### src/rtl/bmm150_pkg.sv
// rtl/bmm150_pkg.sv - shared BMM150 register map constants, FSM state type and address helpers
package bmm150_pkg;

    localparam logic [6:0] CHIP_ID_ADDR = 7'h40;
    localparam logic [6:0] DATA_LO      = 7'h42;
    localparam logic [6:0] DATA_HI      = 7'h4A;
    localparam logic [6:0] PWR_CTRL     = 7'h4B;
    localparam logic [6:0] REG_LAST     = 7'h71;

    localparam logic [7:0] PWR_CTRL_RST = 8'h01;

    // Bit position of the read/write flag inside the command byte (1 = read)
    localparam int RW_BIT = 7;

    // Number of implemented registers, CHIP_ID_ADDR..REG_LAST inclusive
    localparam int REG_COUNT = 50;

    typedef enum logic [1:0] {
        IDLE,
        CMD,
        WDATA,
        RDATA
    } state_t;

    function automatic logic in_map(input logic [6:0] a);
        return (a >= CHIP_ID_ADDR) && (a <= REG_LAST);
    endfunction

    // Register file index for an address already known to be in the map
    function automatic logic [5:0] reg_idx(input logic [6:0] a);
        logic [6:0] d;
        d = a - CHIP_ID_ADDR;
        return d[5:0];
    endfunction

endpackage

### src/rtl/bmm150_spi_sync.sv
// rtl/bmm150_spi_sync.sv - 2-FF synchronizers for SPI pins with SCLK and CS edge pulses
//
// Ports:
//   clk, rst_n            system clock, asynchronous active-low reset
//   sclk, mosi, cs_n      raw SPI pins from the master (asynchronous)
//   mosi_s                synchronized MOSI, aligned with sclk_rise
//   sclk_rise, sclk_fall  1-cycle pulses on synchronized SCLK edges
//   cs_fall, cs_rise      1-cycle pulses on synchronized cs_n edges
module bmm150_spi_sync (
    input  logic clk,
    input  logic rst_n,
    input  logic sclk,
    input  logic mosi,
    input  logic cs_n,
    output logic mosi_s,
    output logic sclk_rise,
    output logic sclk_fall,
    output logic cs_fall,
    output logic cs_rise
);

    // [0],[1] are the synchronizer stages, [2] is the previous synced value
    logic [2:0] sclk_q;
    logic [2:0] cs_q;
    logic [1:0] mosi_q;

    // SCLK and cs_n reset to their idle-high levels so no edge is seen on reset release
    always_ff @(posedge clk or negedge rst_n) begin
        if (!rst_n) begin
            sclk_q <= 3'b111;
            cs_q   <= 3'b111;
            mosi_q <= 2'b00;
        end else begin
            sclk_q <= {sclk_q[1:0], sclk};
            cs_q   <= {cs_q[1:0], cs_n};
            mosi_q <= {mosi_q[0], mosi};
        end
    end

    assign mosi_s    = mosi_q[1];
    assign sclk_rise =  sclk_q[1] & ~sclk_q[2];
    assign sclk_fall = ~sclk_q[1] &  sclk_q[2];
    assign cs_fall   = ~cs_q[1]   &  cs_q[2];
    assign cs_rise   =  cs_q[1]   & ~cs_q[2];

endmodule

### src/rtl/spi_slave_bmm150.sv
// rtl/spi_slave_bmm150.sv - SPI mode-3 responder emulating the BMM150 register interface
//
// Optional feature macro: SPI_SLV_BURST_EN (address auto-increment per data byte).
//
// Parameters:
//   CLK_HZ    system clock frequency; must be at least 8x the SCLK rate
//   CHIP_ID   value returned at address 0x40
// Ports:
//   clk, rst_n            system clock, asynchronous active-low reset
//   enable                0: frames ignored, miso_oe low
//   sclk, mosi, cs_n      SPI pins from master (asynchronous)
//   miso, miso_oe         SPI data to master and its output enable
//   upd_valid/addr/data   sensor-side load of read-only registers 0x42..0x4A
//   wr_strobe/addr/data   1-cycle pulse reporting a committed SPI write
//   frame_err             1-cycle pulse when a frame ends mid-byte
module spi_slave_bmm150
    import bmm150_pkg::*;
#(
    parameter int unsigned CLK_HZ  = 50_000_000,
    parameter logic [7:0]  CHIP_ID = 8'h32
) (
    input  logic       clk,
    input  logic       rst_n,
    input  logic       enable,
    input  logic       sclk,
    input  logic       mosi,
    input  logic       cs_n,
    output logic       miso,
    output logic       miso_oe,
    input  logic       upd_valid,
    input  logic [6:0] upd_addr,
    input  logic [7:0] upd_data,
    output logic       wr_strobe,
    output logic [6:0] wr_addr,
    output logic [7:0] wr_data,
    output logic       frame_err
);

    if (CLK_HZ < 1_000) begin : g_clk_check
        $error("spi_slave_bmm150: CLK_HZ unrealistically low");
    end

    logic mosi_s;
    logic sclk_rise;
    logic sclk_fall;
    logic cs_fall;
    logic cs_rise;

    bmm150_spi_sync u_sync (
        .clk       (clk),
        .rst_n     (rst_n),
        .sclk      (sclk),
        .mosi      (mosi),
        .cs_n      (cs_n),
        .mosi_s    (mosi_s),
        .sclk_rise (sclk_rise),
        .sclk_fall (sclk_fall),
        .cs_fall   (cs_fall),
        .cs_rise   (cs_rise)
    );

    state_t     state;
    logic [4:0] bit_cnt;   // rising edges seen in this frame
    logic [6:0] rx_sr;     // last 7 MOSI bits; completed byte is {rx_sr, mosi_s}
    logic [7:0] tx_sr;
    logic [6:0] addr;
    logic [7:0] regs [REG_COUNT];

    logic [7:0] rx_byte;
    logic [7:0] rd_cmd;
    logic       data_done;

    assign rx_byte = {rx_sr, mosi_s};

    // Value for the address in the byte completing on this rise; regs are read
    // before any same-cycle update lands, so a colliding upd_valid yields the old value.
    assign rd_cmd = in_map(rx_byte[6:0]) ? regs[reg_idx(rx_byte[6:0])] : 8'h00;

`ifdef SPI_SLV_BURST_EN
    logic [6:0] addr_next;
    logic [7:0] rd_next;
    assign addr_next = addr + 7'd1;
    assign rd_next   = in_map(addr_next) ? regs[reg_idx(addr_next)] : 8'h00;
    assign data_done = 1'b0;
`else
    // bit_cnt parks at 16 after the single data byte; further SCLK activity is ignored
    assign data_done = bit_cnt[4];
`endif

    always_ff @(posedge clk or negedge rst_n) begin
        if (!rst_n) begin
            state     <= IDLE;
            bit_cnt   <= '0;
            rx_sr     <= '0;
            tx_sr     <= '0;
            addr      <= '0;
            miso      <= 1'b1;
            miso_oe   <= 1'b0;
            wr_strobe <= 1'b0;
            wr_addr   <= '0;
            wr_data   <= '0;
            frame_err <= 1'b0;
            for (int i = 0; i < REG_COUNT; i++) begin
                regs[i] <= 8'h00;
            end
            regs[reg_idx(CHIP_ID_ADDR)] <= CHIP_ID;
            regs[reg_idx(PWR_CTRL)]     <= PWR_CTRL_RST;
        end else begin
            wr_strobe <= 1'b0;
            frame_err <= 1'b0;

            // Sensor-side loads only touch 0x42..0x4A, which SPI writes never reach
            if (upd_valid && (upd_addr >= DATA_LO) && (upd_addr <= DATA_HI)) begin
                regs[reg_idx(upd_addr)] <= upd_data;
            end

            // Dropping enable mid-frame is treated exactly like cs_n rising
            if ((state != IDLE) && (cs_rise || !enable)) begin
                frame_err <= (bit_cnt[2:0] != 3'd0);
                state     <= IDLE;
                bit_cnt   <= '0;
                miso_oe   <= 1'b0;
                miso      <= 1'b1;
            end else begin
                case (state)
                    IDLE: begin
                        bit_cnt <= '0;
                        miso_oe <= 1'b0;
                        miso    <= 1'b1;
                        if (cs_fall && enable) begin
                            state <= CMD;
                        end
                    end

                    CMD: begin
                        if (sclk_rise) begin
                            rx_sr   <= rx_byte[6:0];
                            bit_cnt <= bit_cnt + 5'd1;
                            if (bit_cnt == 5'd7) begin
                                addr <= rx_byte[6:0];
                                if (rx_byte[RW_BIT]) begin
                                    state   <= RDATA;
                                    tx_sr   <= rd_cmd;
                                    miso_oe <= 1'b1;
                                end else begin
                                    state <= WDATA;
                                end
                            end
                        end
                    end

                    WDATA: begin
                        if (sclk_rise && !data_done) begin
                            rx_sr   <= rx_byte[6:0];
                            bit_cnt <= bit_cnt + 5'd1;
                            if (bit_cnt[2:0] == 3'd7) begin
                                if ((addr >= PWR_CTRL) && (addr <= REG_LAST)) begin
                                    regs[reg_idx(addr)] <= rx_byte;
                                    wr_strobe           <= 1'b1;
                                    wr_addr             <= addr;
                                    wr_data             <= rx_byte;
                                end
`ifdef SPI_SLV_BURST_EN
                                addr    <= addr_next;
                                bit_cnt <= 5'd8;
`endif
                            end
                        end
                    end

                    RDATA: begin
                        if (sclk_fall && !data_done) begin
                            miso  <= tx_sr[7];
                            tx_sr <= {tx_sr[6:0], 1'b0};
                        end
                        if (sclk_rise && !data_done) begin
                            bit_cnt <= bit_cnt + 5'd1;
                            if (bit_cnt[2:0] == 3'd7) begin
`ifdef SPI_SLV_BURST_EN
                                tx_sr   <= rd_next;
                                addr    <= addr_next;
                                bit_cnt <= 5'd8;
`else
                                miso_oe <= 1'b0;
                                miso    <= 1'b1;
`endif
                            end
                        end
                    end

                    default: state <= IDLE;
                endcase
            end
        end
    end

endmodule

### config.mk
export PLATFORM = sky130hd
export DESIGN_NAME = spi_slave_bmm150
export DESIGN_NICKNAME = d
export VERILOG_FILES = /design/src/rtl/bmm150_pkg.sv /design/src/rtl/bmm150_spi_sync.sv /design/src/rtl/spi_slave_bmm150.sv
export SDC_FILE = /design/constraint.sdc
export NUM_CORES = 1
export LEC_CHECK = 0
export BUFFER_PORTS_ARGS = -buffer_cell sky130_fd_sc_hd__buf_2
export CAP_MARGIN = 20
export CORE_MARGIN = 2
export CORE_UTILIZATION = 49
export CTS_CLUSTER_DIAMETER = 100
export DETAILED_ROUTE_END_ITERATION = 10
export GPL_TIMING_DRIVEN = 0
export PLACE_DENSITY = 0.66
export SLEW_MARGIN = 20
export SYNTH_ARGS = -nofsm -noshare
export SYNTH_HDL_FRONTEND = slang
export SYNTH_SLANG_ARGS = --single-unit
### constraint.sdc
create_clock -name clk -period 3.6 [get_ports clk]
set_input_delay 0.18 -clock clk [delete_from_list [all_inputs] [get_ports clk]]
set_output_delay 0.18 -clock clk [all_outputs]
set_load 0.01 [all_outputs]
# Yosys cells after proc, flatten, opt, wreduce, memory -nomap -nowiden
# Cells that the tools add are included.
# word_totals
input_bits,22
output_inout_bits,19
ff_bits,456
elab_cells,189
# classes
n_lt_le_gt_ge,11
n_eq_ne,17
bitwise,12
mux,52
n_addsub,4
n_reduce_logical,29
# ops
operator,n
two-way mux 400 bit,6
bitwise mux 400 bit,2
demux 8 bit (select 6 bit),2
two-way mux 8 bit,9
binary-select mux 8 bit (select 6 bit),1
>= comparator 7 bit (second input constant),6
less-or-equal comparator 7 bit (second input constant),3
inverter 6 -> 7 bit,3
inequality test 3 bit (second input constant),6
subtractor 6 x 1 -> 6 bit (second input constant),3
two-way mux 1 bit,17
one-hot mux 8 bit (2 select lines),1
two-way mux 5 bit,3
one-hot mux 5 bit (3 select lines),1
< comparator 7 x 1 -> 1 bit (second input constant),2
two-way mux 7 bit,2
one-hot mux 7 bit (2 select lines),1
AND reduction 4 bit,3
AND reduction 6 bit,2
logical AND 1 bit,10
inequality test 2 bit (second input constant),5
nonzero test 3 bit,3
two-way mux 2 bit,4
nonzero test 2 bit,3
18 further kinds,27

# Logic depth before layout (Yosys ltp)
# Gate-level depths: netlist of the first run.
# logic_depth
word_depth,14
ltp_mapped,10
depth_no_buf,7

# Cells and area by module
# Synthesis of the first run repeated with hierarchy kept, for this count alone.
# unflattened
hier_cells,1474
hier_area_um2,21189.1
# by_module_without_submodules
module,cells_per_inst,seq_area_each_um2,area_per_inst_um2,n_inst
spi_slave_bmm150,1462,11217.0,20946.3,1
bmm150_spi_sync,12,207.7,242.7,1

# Worst setup path before layout of the first run
# No wires, ideal clock.
# synth_path
path_type,reg-to-reg
startpoint,reg state[0]
endpoint,reg regs[160] in the netlist's numbering
setup_time_ns,0.125
t_required_ns,3.475
path_stages_with_launch,10
path_buffers,3
t_arrival_ns,2.749
setup_slack_ns,0.726
period_less_slack_ns,2.874
cell_sequence,dfrtp_1 -> inv_1 -> ha_1 -> clkbuf_1 -> a21oi_1 -> or4_1 -> buf_2 -> buf_2 -> nor3_2 -> mux2_2
# synth_via
elab_chain_cells,3
word_cells_on_any_way,5
classes_between,eq/ne (1); mux (2); reduce/logical (2)
# synth_rtl
element,line,source
"start, declared",spi_slave_bmm150.sv:62,state_t state;
"start signal, assigned",spi_slave_bmm150.sv:92,state <= IDLE;
"start signal, assigned",spi_slave_bmm150.sv:120,state <= IDLE;
"start signal, assigned",spi_slave_bmm150.sv:131,state <= CMD;
equality test 2 bit / nonzero test 2 bit (equally long branches),"spi_slave_bmm150.sv:125, spi_slave_bmm150.sv:118",
two-way mux 400 bit / logical AND 1 bit (equally long branches),"spi_slave_bmm150.sv:125, spi_slave_bmm150.sv:118",
two-way mux 400 bit (*),spi_slave_bmm150.sv:118,if ((state != IDLE) && (cs_rise || !enable)) begin
"end signal, assigned by index",spi_slave_bmm150.sv:114,regs[reg_idx(upd_addr)] <= upd_data;
"end signal, assigned by index",spi_slave_bmm150.sv:158,regs[reg_idx(addr)] <= rx_byte;
"end, declared",spi_slave_bmm150.sv:67,logic [7:0] regs [REG_COUNT];
# Every way passes the cells marked *; elsewhere a longest branch is shown, timed or not.
# A chain may end at the register's enable or synchronous reset.

# Worst setup path after layout of the first run
# layout_path
startpoint,reg rx_sr[1]
endpoint,reg regs[122] in the netlist's numbering
# layout_via
elab_chain_cells,6
# layout_rtl
element,line,source
"start, declared",spi_slave_bmm150.sv:64,logic [6:0] rx_sr;
"start signal, assigned",spi_slave_bmm150.sv:137,rx_sr <= rx_byte[6:0];
"start signal, assigned",spi_slave_bmm150.sv:154,rx_sr <= rx_byte[6:0];
bitwise mux 400 bit,spi_slave_bmm150.sv:158,
two-way mux 400 bit,spi_slave_bmm150.sv:157,if ((addr >= PWR_CTRL) && (addr <= REG_LAST)) begin
two-way mux 400 bit,spi_slave_bmm150.sv:156,if (bit_cnt[2:0] == 3'd7) begin
two-way mux 400 bit,spi_slave_bmm150.sv:153,if (sclk_rise && !data_done) begin
two-way mux 400 bit,spi_slave_bmm150.sv:125,case (state)
two-way mux 400 bit,spi_slave_bmm150.sv:118,
# Every way passes these cells.

==> results of run 1 <==
[synth_stat cells (15+ instances only)]
cell      instances
a22oi_1          30
dfrtp_1         445
o21ai_0          28
nor3_2           15
clkbuf_1         92
mux2i_1          99
mux4_2           57
mux2_2          412
nand2_1          37
nor3_1           16
nand3_1          35
nor2_1           17
buf_2            16
[critical path: cells and delay by family, from the launching register on]
family | cells | cell delay [ns]
buf+inv | 6 | 2.88
flops | 1 | 0.32
mux | 1 | 0.28
[final cells by class]
type                    instances  area, um2  area share
plain buffers                 119        507      0.0212
clock buffers                  72       1390      0.0583
clock inverters                17        218     0.00911
inverters                      11       41.3     0.00173
multi-input cells             892       9140       0.383
flip-flops and latches        456      11400       0.478
well taps                     539        674      0.0282
repair buffers                 58        485      0.0203
[power by group through the flow]
stage	registers (uW)	clock network (uW)	logic (uW)
6_report	5350	5080	3240
5_1_grt	5360	5370	3380
4_1_cts	5350	5160	3200
3_3_place_gp	5440	0	3130
3_5_place_dp	5440	0	3170
2_1_floorplan	5410	0	1790
[cell usage in the layout (no fill, tap or decap), drive strengths merged, types with 7 or more instances in the layout]
| master | count |
|---|---|
| a211oi | 8 |
| a21oi | 10 |
| a22oi | 30 |
| buf | 72 |
| clkbuf | 165 |
| clkinv | 10 |
| dfrtp | 445 |
| dfstp | 11 |
| dlygate4sd3 | 11 |
| ha | 7 |
| inv | 13 |
| mux2 | 415 |
| mux2i | 99 |
| mux4 | 57 |
| nand2 | 37 |
| nand3 | 35 |
| nor2 | 17 |
| nor2b | 8 |
| nor3 | 31 |
| o21ai | 29 |
| o221ai | 12 |
| o31ai | 7 |
[stage by stage]
stage	util	hold slack, ns	power, uW
after floorplan	-	-0.116	7200
after global placement	0.519	0.284	8570
after detailed placement	0.523	0.0687	8610
after CTS	0.564	0.00450	13700
after global routing	0.567	0.0644	14100
final	0.567	0.0406	13700
[how the worst max path moves through the flow]
stage,depth (start not counted),from,to
2_1_floorplan,9,state[0],regs[160]
3_3_place_gp,1,rst_n,wr_data[4]
3_5_place_dp,7,rx_sr[1],regs[290]
4_1_cts,9,state[0],regs[68]
5_1_grt,8,state[0],regs[254]
6_report,7,rx_sr[1],regs[122]
[flip-flops by register name, summed over array words and instances, names as in the netlist]
name / flops
u_sync.mosi_q: 2
u_sync.sclk_q: 3
u_sync.cs_q: 3
wr_strobe: 1
tx_sr: 8
miso_oe: 1
bit_cnt: 5
addr: 7
wr_addr: 7
rx_sr: 7
frame_err: 1
state: 2
regs: 400
wr_data: 8
miso: 1
[per-layer routing]
layer,global-route usage,vias to the layer above
met1,0.393,7030
met5,0,-
met3,0.0445,86
met4,0.0765,0
met2,0.401,389
li1,-,5718
[cells by family after synthesis]
kind of cell / count (synthesis) / share of synthesized area
muxes: 571 / 0.331
DFF: 456 / 0.544
and+or+nand+nor: 176 / 0.0492
AOI/OAI and AO/OA: 138 / 0.0464
buffers and inverters: 131 / 0.0254
adders and majority gates: 7 / 0.00417
[what timing repair did]
item | in CTS | in global routing
buffers inserted | 0 | 2
resized for setup | 7 | 22
hold buffers | 11 | 0
setup endpoints to repair | 196 | 224
pin swaps | 0 | 2
hold endpoints to repair | 358 | 0
==> metrics.md, run 1 <==
| Metric | Value |
|---|---|
| Power share of the sequential group | `0.391` |
| DRC errors left | `0` |
| Die Y | `211 um` |
| Clk root buf | `clkbuf_16` |
| GP Congestion | `0.928` |
| Initial DRC count | `907` |
| H-tree Lvls | `2` |
| Fmax | `0.279 GHz` |
| Row count | `between 70 and 80` |
| Area grow syn2layout | `13.7%` |
| Final ANT Viol Nets | `0` |
| Global Route Usage Sum | `0.264` |
| HP Start | `enable` |
| Yosys top cell area share | `0.530` |
| CP max stage cell | `clkdlybuf4s15_2` |
| Max cap viols | `0` |
| Final #Nets | `1,615` |
| Top cells by area, synth | `dfrtp_1 53%, mux2_2 22%, mux4_2 6.1%, mux2i_1 4.7%, clkbuf_1 1.6%` |
| Core area | `~0.042 mm2` |
| WL final | `~57 mm` |
| Largest net degree at the start of global routing | `approximately 100` |
| Final Hold Fails | `0` |
| Port buffer count | `40` |
| Vias | `approximately 13,000` |
| Worst Slack Setup Final | `0.0185 ns` |
| First-pass GRT wire length | `87.0 mm` |
| Placed Cells | `about 2,100` |
| Max IR drop VDD | `0.357 mV` |
| RR Endpoint | `regs[122]` |
| CTS clock-pin slew for the worst setup and hold paths | `0.06 ns` |
| Switching Share | `0.326` |
| Dpl ws | `-0.570 ns` |
| Worst hold path class | `in -> reg` |
| Cts bufs inserted | `48` |
| Layout fillers | `3,393` |
| Post-synth EDFFs | `0` |
| IO Pins | `41` |
| Top layer reached by signal wires | `met4` |
| Tcrit/Tclk final | `0.995` |
| Req. time, crit path | `4.10 ns` |
| Slew HR | `0.286` |
| Yosys cell types | `58` |
| Post-Syn Instances | `1,479` |
| Drt wl/cell | `about 26 um` |
| Pwr dens | `~570 mW/mm2` |
| Post-synthesis async set-or-reset flop share | `1.00` |
| Max stage delay on crit path | `0.56 ns` |
| DIE WIDTH | `211 um` |
| RSZ-0062 raised after global routing | `true` |
| Reg2Reg Depth | `7` |
| Clock power frac | `0.372` |
| Total die area | `0.0445 mm2` |
| Slew Limit Fails | `0` |
| Mean Syn Cell Area | `14.2 um2` |
| Total placed instance area | `roughly 0.022 mm2` |
| Crit path cell chain | `clkbuf_1 > buf_2 > buf_2 > clkdlybuf4s15_2 > clkbuf_2 > clkbuf_1 > mux2_2` |
| Pint | `9210 uW` |
| Crit end category | `register` |
| Hold Path Depth | `3` |
| Type of origin of the critical path | `register` |
| Vias in the first global route | `13,500` |
| Worst-margin pin slew | `1.07 ns` |
| First drt pass iteration count | `6` |
| Leakage power | `0.0115 uW` |
| Fin cells | `2,164` |
| CTS sink cnt | `456` |
| Total gr overflow | `0` |
| Starting Density | `0.498` |
| Diode count | `0` |
| Synth Net Count | `1,508` |
| Insertion delay to the later sink of the worst-skew pair | `0.59 ns` |
| M1 WL | `between 20 and 30 mm` |
| WHS Endpoint | `frame_err` |
| DR WL met3 | `between 3 and 4 mm` |
| Top_reg_cell synth | `dfrtp_1` |
| Share of layout cells above drive strength 1 | `0.407` |
| Reg2reg start | `rx_sr[1]` |
| Synthesized cell area | `roughly 0.021 mm2` |
| Post-DR vias/cell | `6.11` |
| Initial antenna violation count | `0` |
| WL met2 | `26.0 mm` |
| Yosys warnings | `0` |
| NetSw | `4460 uW` |
| Combinational share of power | `0.237` |
| Setup violators final | `0` |
| Max clock buf depth | `3` |
| Critical path class | `reg -> reg` |
| DP HPWL | `around 40 mm` |
| Number of synthesized register bits | `between 400 and 500` |
| Final Cell Area | `approximately 0.024 mm2` |
| Clk_skew | `approximately 0.028 ns` |
| Sequential fraction of the synthesis area | `0.544` |
| Tmin final | `3.58 ns` |
| Biggest area consumer among synthesized cells | `dfrtp_1` |
| CTS tree | `done` |
| Reg2reg setup slack | `0.02 ns` |
| Crit path arrival time | `4.09 ns` |
| Outcome | `finished, final reports clean` |
| CP Max Fanout | `10` |
| Total negative slack | `0 ns` |
(Power assumes the default switching activity.)
==> run 2: changes to the inputs <==
CAP_MARGIN = 10   (was 20)
CTS_CLUSTER_SIZE = 40   (was default)
MAX_ROUTING_LAYER = met4   (was default)
==> metrics.md, run 2 (synthesized netlist as in run 1, its figures left out) <==
| Metric | Value |
|---|---|
| Outcome | `finished, violations left` |
| Violations in the final reports | `setup timing` |
| Dpl ws | `-0.600 ns (-0.0303 ns)` |
| Final ANT Viol Nets | `0 (unchanged)` |
| Worst Slack Setup Final | `-0.0700 ns (-0.0885 ns)` |
| Final Cell Area | `0.0226 mm2 (-5.2%)` |
| Tmin final | `3.67 ns (+0.0885 ns)` |
| Global Route Usage Sum | `0.266 (+0.00155)` |
| Area of the multi-input gates | `0.00907 mm2 (-0.78%)` |
| Share of layout cells above drive strength 1 | `0.388 (-0.0183)` |
| DIE WIDTH | `211 um (unchanged)` |
| Critical path origin | `state[0]` |
| Crit end category | `register` |
| Max clock buf depth | `3 (unchanged)` |
| Most frequent cells in the layout | `445 x dfrtp_1, 412 x mux2_2, 99 x mux2i_1, 88 x clkbuf_1, 57 x mux4_2` |
| Reg2reg setup slack | `-0.07 ns (-0.09 ns)` |
| Final core occ | `0.537 (-0.0297)` |
| Critical path class | `reg -> reg` |
| Area grow syn2layout | `7.77%` |
| First-pass GRT wire length | `85.1 mm (-2.1%)` |
| Port buffer count | `40 (unchanged)` |
| CP Max Fanout | `10 (unchanged)` |
| Vias | `13,000 (-1.5%)` |
| Total placed instance area | `0.0220 mm2 (about the same)` |
| Storage cell area | `0.0114 mm2 (unchanged)` |
| Total negative slack | `-2.37 ns (-2.37 ns)` |
| DP HPWL | `39.3 mm (-0.86%)` |
| Post-CTS Setup Inserts | `0 (unchanged)` |
| Type of origin of the critical path | `register` |
| Insertion delay to the later sink of the worst-skew pair | `0.58 ns (about the same)` |
| Slew Limit Fails | `0 (unchanged)` |
| Max IR drop VDD | `0.376 mV (+5.1%)` |
| Setup violators final | `81 (+81)` |
| Worst-margin pin slew | `1.13 ns (+0.0629 ns)` |
| CTS clock-pin slew for the worst setup and hold paths | `0.14 ns (+0.08 ns)` |
| Req. time, crit path | `4.06 ns (-0.04 ns)` |
| CTS tree | `done` |
| Post-DR vias/cell | `6.22 (+1.7%)` |
| GP Congestion | `0.937 (+0.92%)` |
| Leakage power | `0.0108 uW (-5.9%)` |
| Initial DRC count | `1,093 (+21%)` |
| Slew HR | `0.244 (-0.0419)` |
| Final #Nets | `1,575 (-2.5%)` |
| Largest net degree at the start of global routing | `101 (-0.98%)` |
| Row count | `75 (unchanged)` |
| Clk root buf | `clkbuf_16` |
| Initial antenna violation count | `2 (+2)` |
| Reg2Reg Depth | `9 (+2)` |
| Final Hold Fails | `0 (unchanged)` |
| Reg2reg start | `state[0]` |
| Regs by FF count | `regs: 400 flops, tx_sr: 8 flops, wr_data: 8 flops` |
| Starting Density | `0.498 (unchanged)` |
| Total gr overflow | `0 (unchanged)` |
| Layout fillers | `3,468 (+2.2%)` |
| Crit path arrival time | `4.13 ns (+0.04 ns)` |
| RSZ-0062 raised after global routing | `true` |
| DRC errors left | `0 (unchanged)` |
| Core area | `0.0421 mm2 (unchanged)` |
| CTS sink cnt | `456 (unchanged)` |
| Clk_skew | `0.0245 ns (-0.00302 ns)` |
| Tcrit/Tclk final | `1.02 (+0.0246)` |
| Drt wl/cell | `26.8 um (+1.8%)` |
| H-tree Lvls | `1 (-1)` |
| Max cap viols | `0 (unchanged)` |
| Max reg flops | `400 (unchanged)` |
| HP Start | `upd_data[3]` |
| Smallest hold slack | `0.0267 ns (-0.0139 ns)` |
| Cts bufs inserted | `16 (-67%)` |
| WL final | `56.2 mm (-1.4%)` |
| Most common cell after layout, fill and taps aside | `dfrtp_1` |
| Die Y | `211 um (unchanged)` |
| Hold Path Depth | `2 (-1)` |
| Pwr dens | `493 mW/mm2 (-14%)` |
| Total die area | `0.0445 mm2 (unchanged)` |
| Most flops, register | `regs` |
| Fmax | `0.272 GHz (-2.4%)` |
| Worst hold path class | `in -> reg` |
| Vias in the first global route | `12,900 (-4.7%)` |
| First drt pass iteration count | `5 (-1)` |
| IO Pins | `41 (unchanged)` |
run 2: cell type report:
type                    instances  share of cell area
inverters                      11             0.00182
clock inverters                 7             0.00326
plain buffers                 119              0.0226
well taps                     539              0.0298
repair buffers                 50              0.0176
clock buffers                  20              0.0193
flip-flops and latches        456               0.505
diodes                          1            0.000111
multi-input cells             892               0.401
run 2: layer usage:
metal,part of all wire,vias to the layer above,global-route usage
met3,0.056,60,0.0235
li1,-,5589,-
met5,0,-,-
met1,0.47,7017,0.399
met4,0.020,0,0.0556
met2,0.45,359,0.398
run 2: worst max-delay path, stage by stage, from the launching register on:
cell	delay, ns
dfrtp_1	0.45
inv_1	0.10
ha_1	0.14
clkbuf_1	0.30
a21oi_1	0.29
or4_1	0.59
buf_2	0.25
buf_2	0.29
nor3_2	0.73
mux2_2	0.42
run 2: final timing paths:
path / endpoint
worst max-delay path: regs[63]
worst min-delay path: regs[363]
worst max register to register: regs[63]
worst min register to register: u_sync.cs_q[1]
max in group asynchronous: wr_data[5]
min in group asynchronous: regs[155]
run 2: metrics by stage:
stage	power (uW)	std cells
5_1_grt	11600	2095
6_report	11200	2095
3_5_place_dp	8610	2063
3_3_place_gp	8550	2058
4_1_cts	11200	2095
2_1_floorplan	7200	1479
run 2: where the power goes:
| part | total [uW] | switching [uW] | internal [uW] |
|---|---|---|---|
| sequential | 5350 | 97.2 | 5250 |
| combinational | 3230 | 2310 | 925 |
| clock | 2590 | 1660 | 926 |
run 2: timing repair:
action,CTS,global route
endpoints found under the setup margin,195,191
hold buffers,5,0
gates cloned,0,0
gates resized for setup,9,10
hold endpoints to repair,191,0
pin swaps,0,1
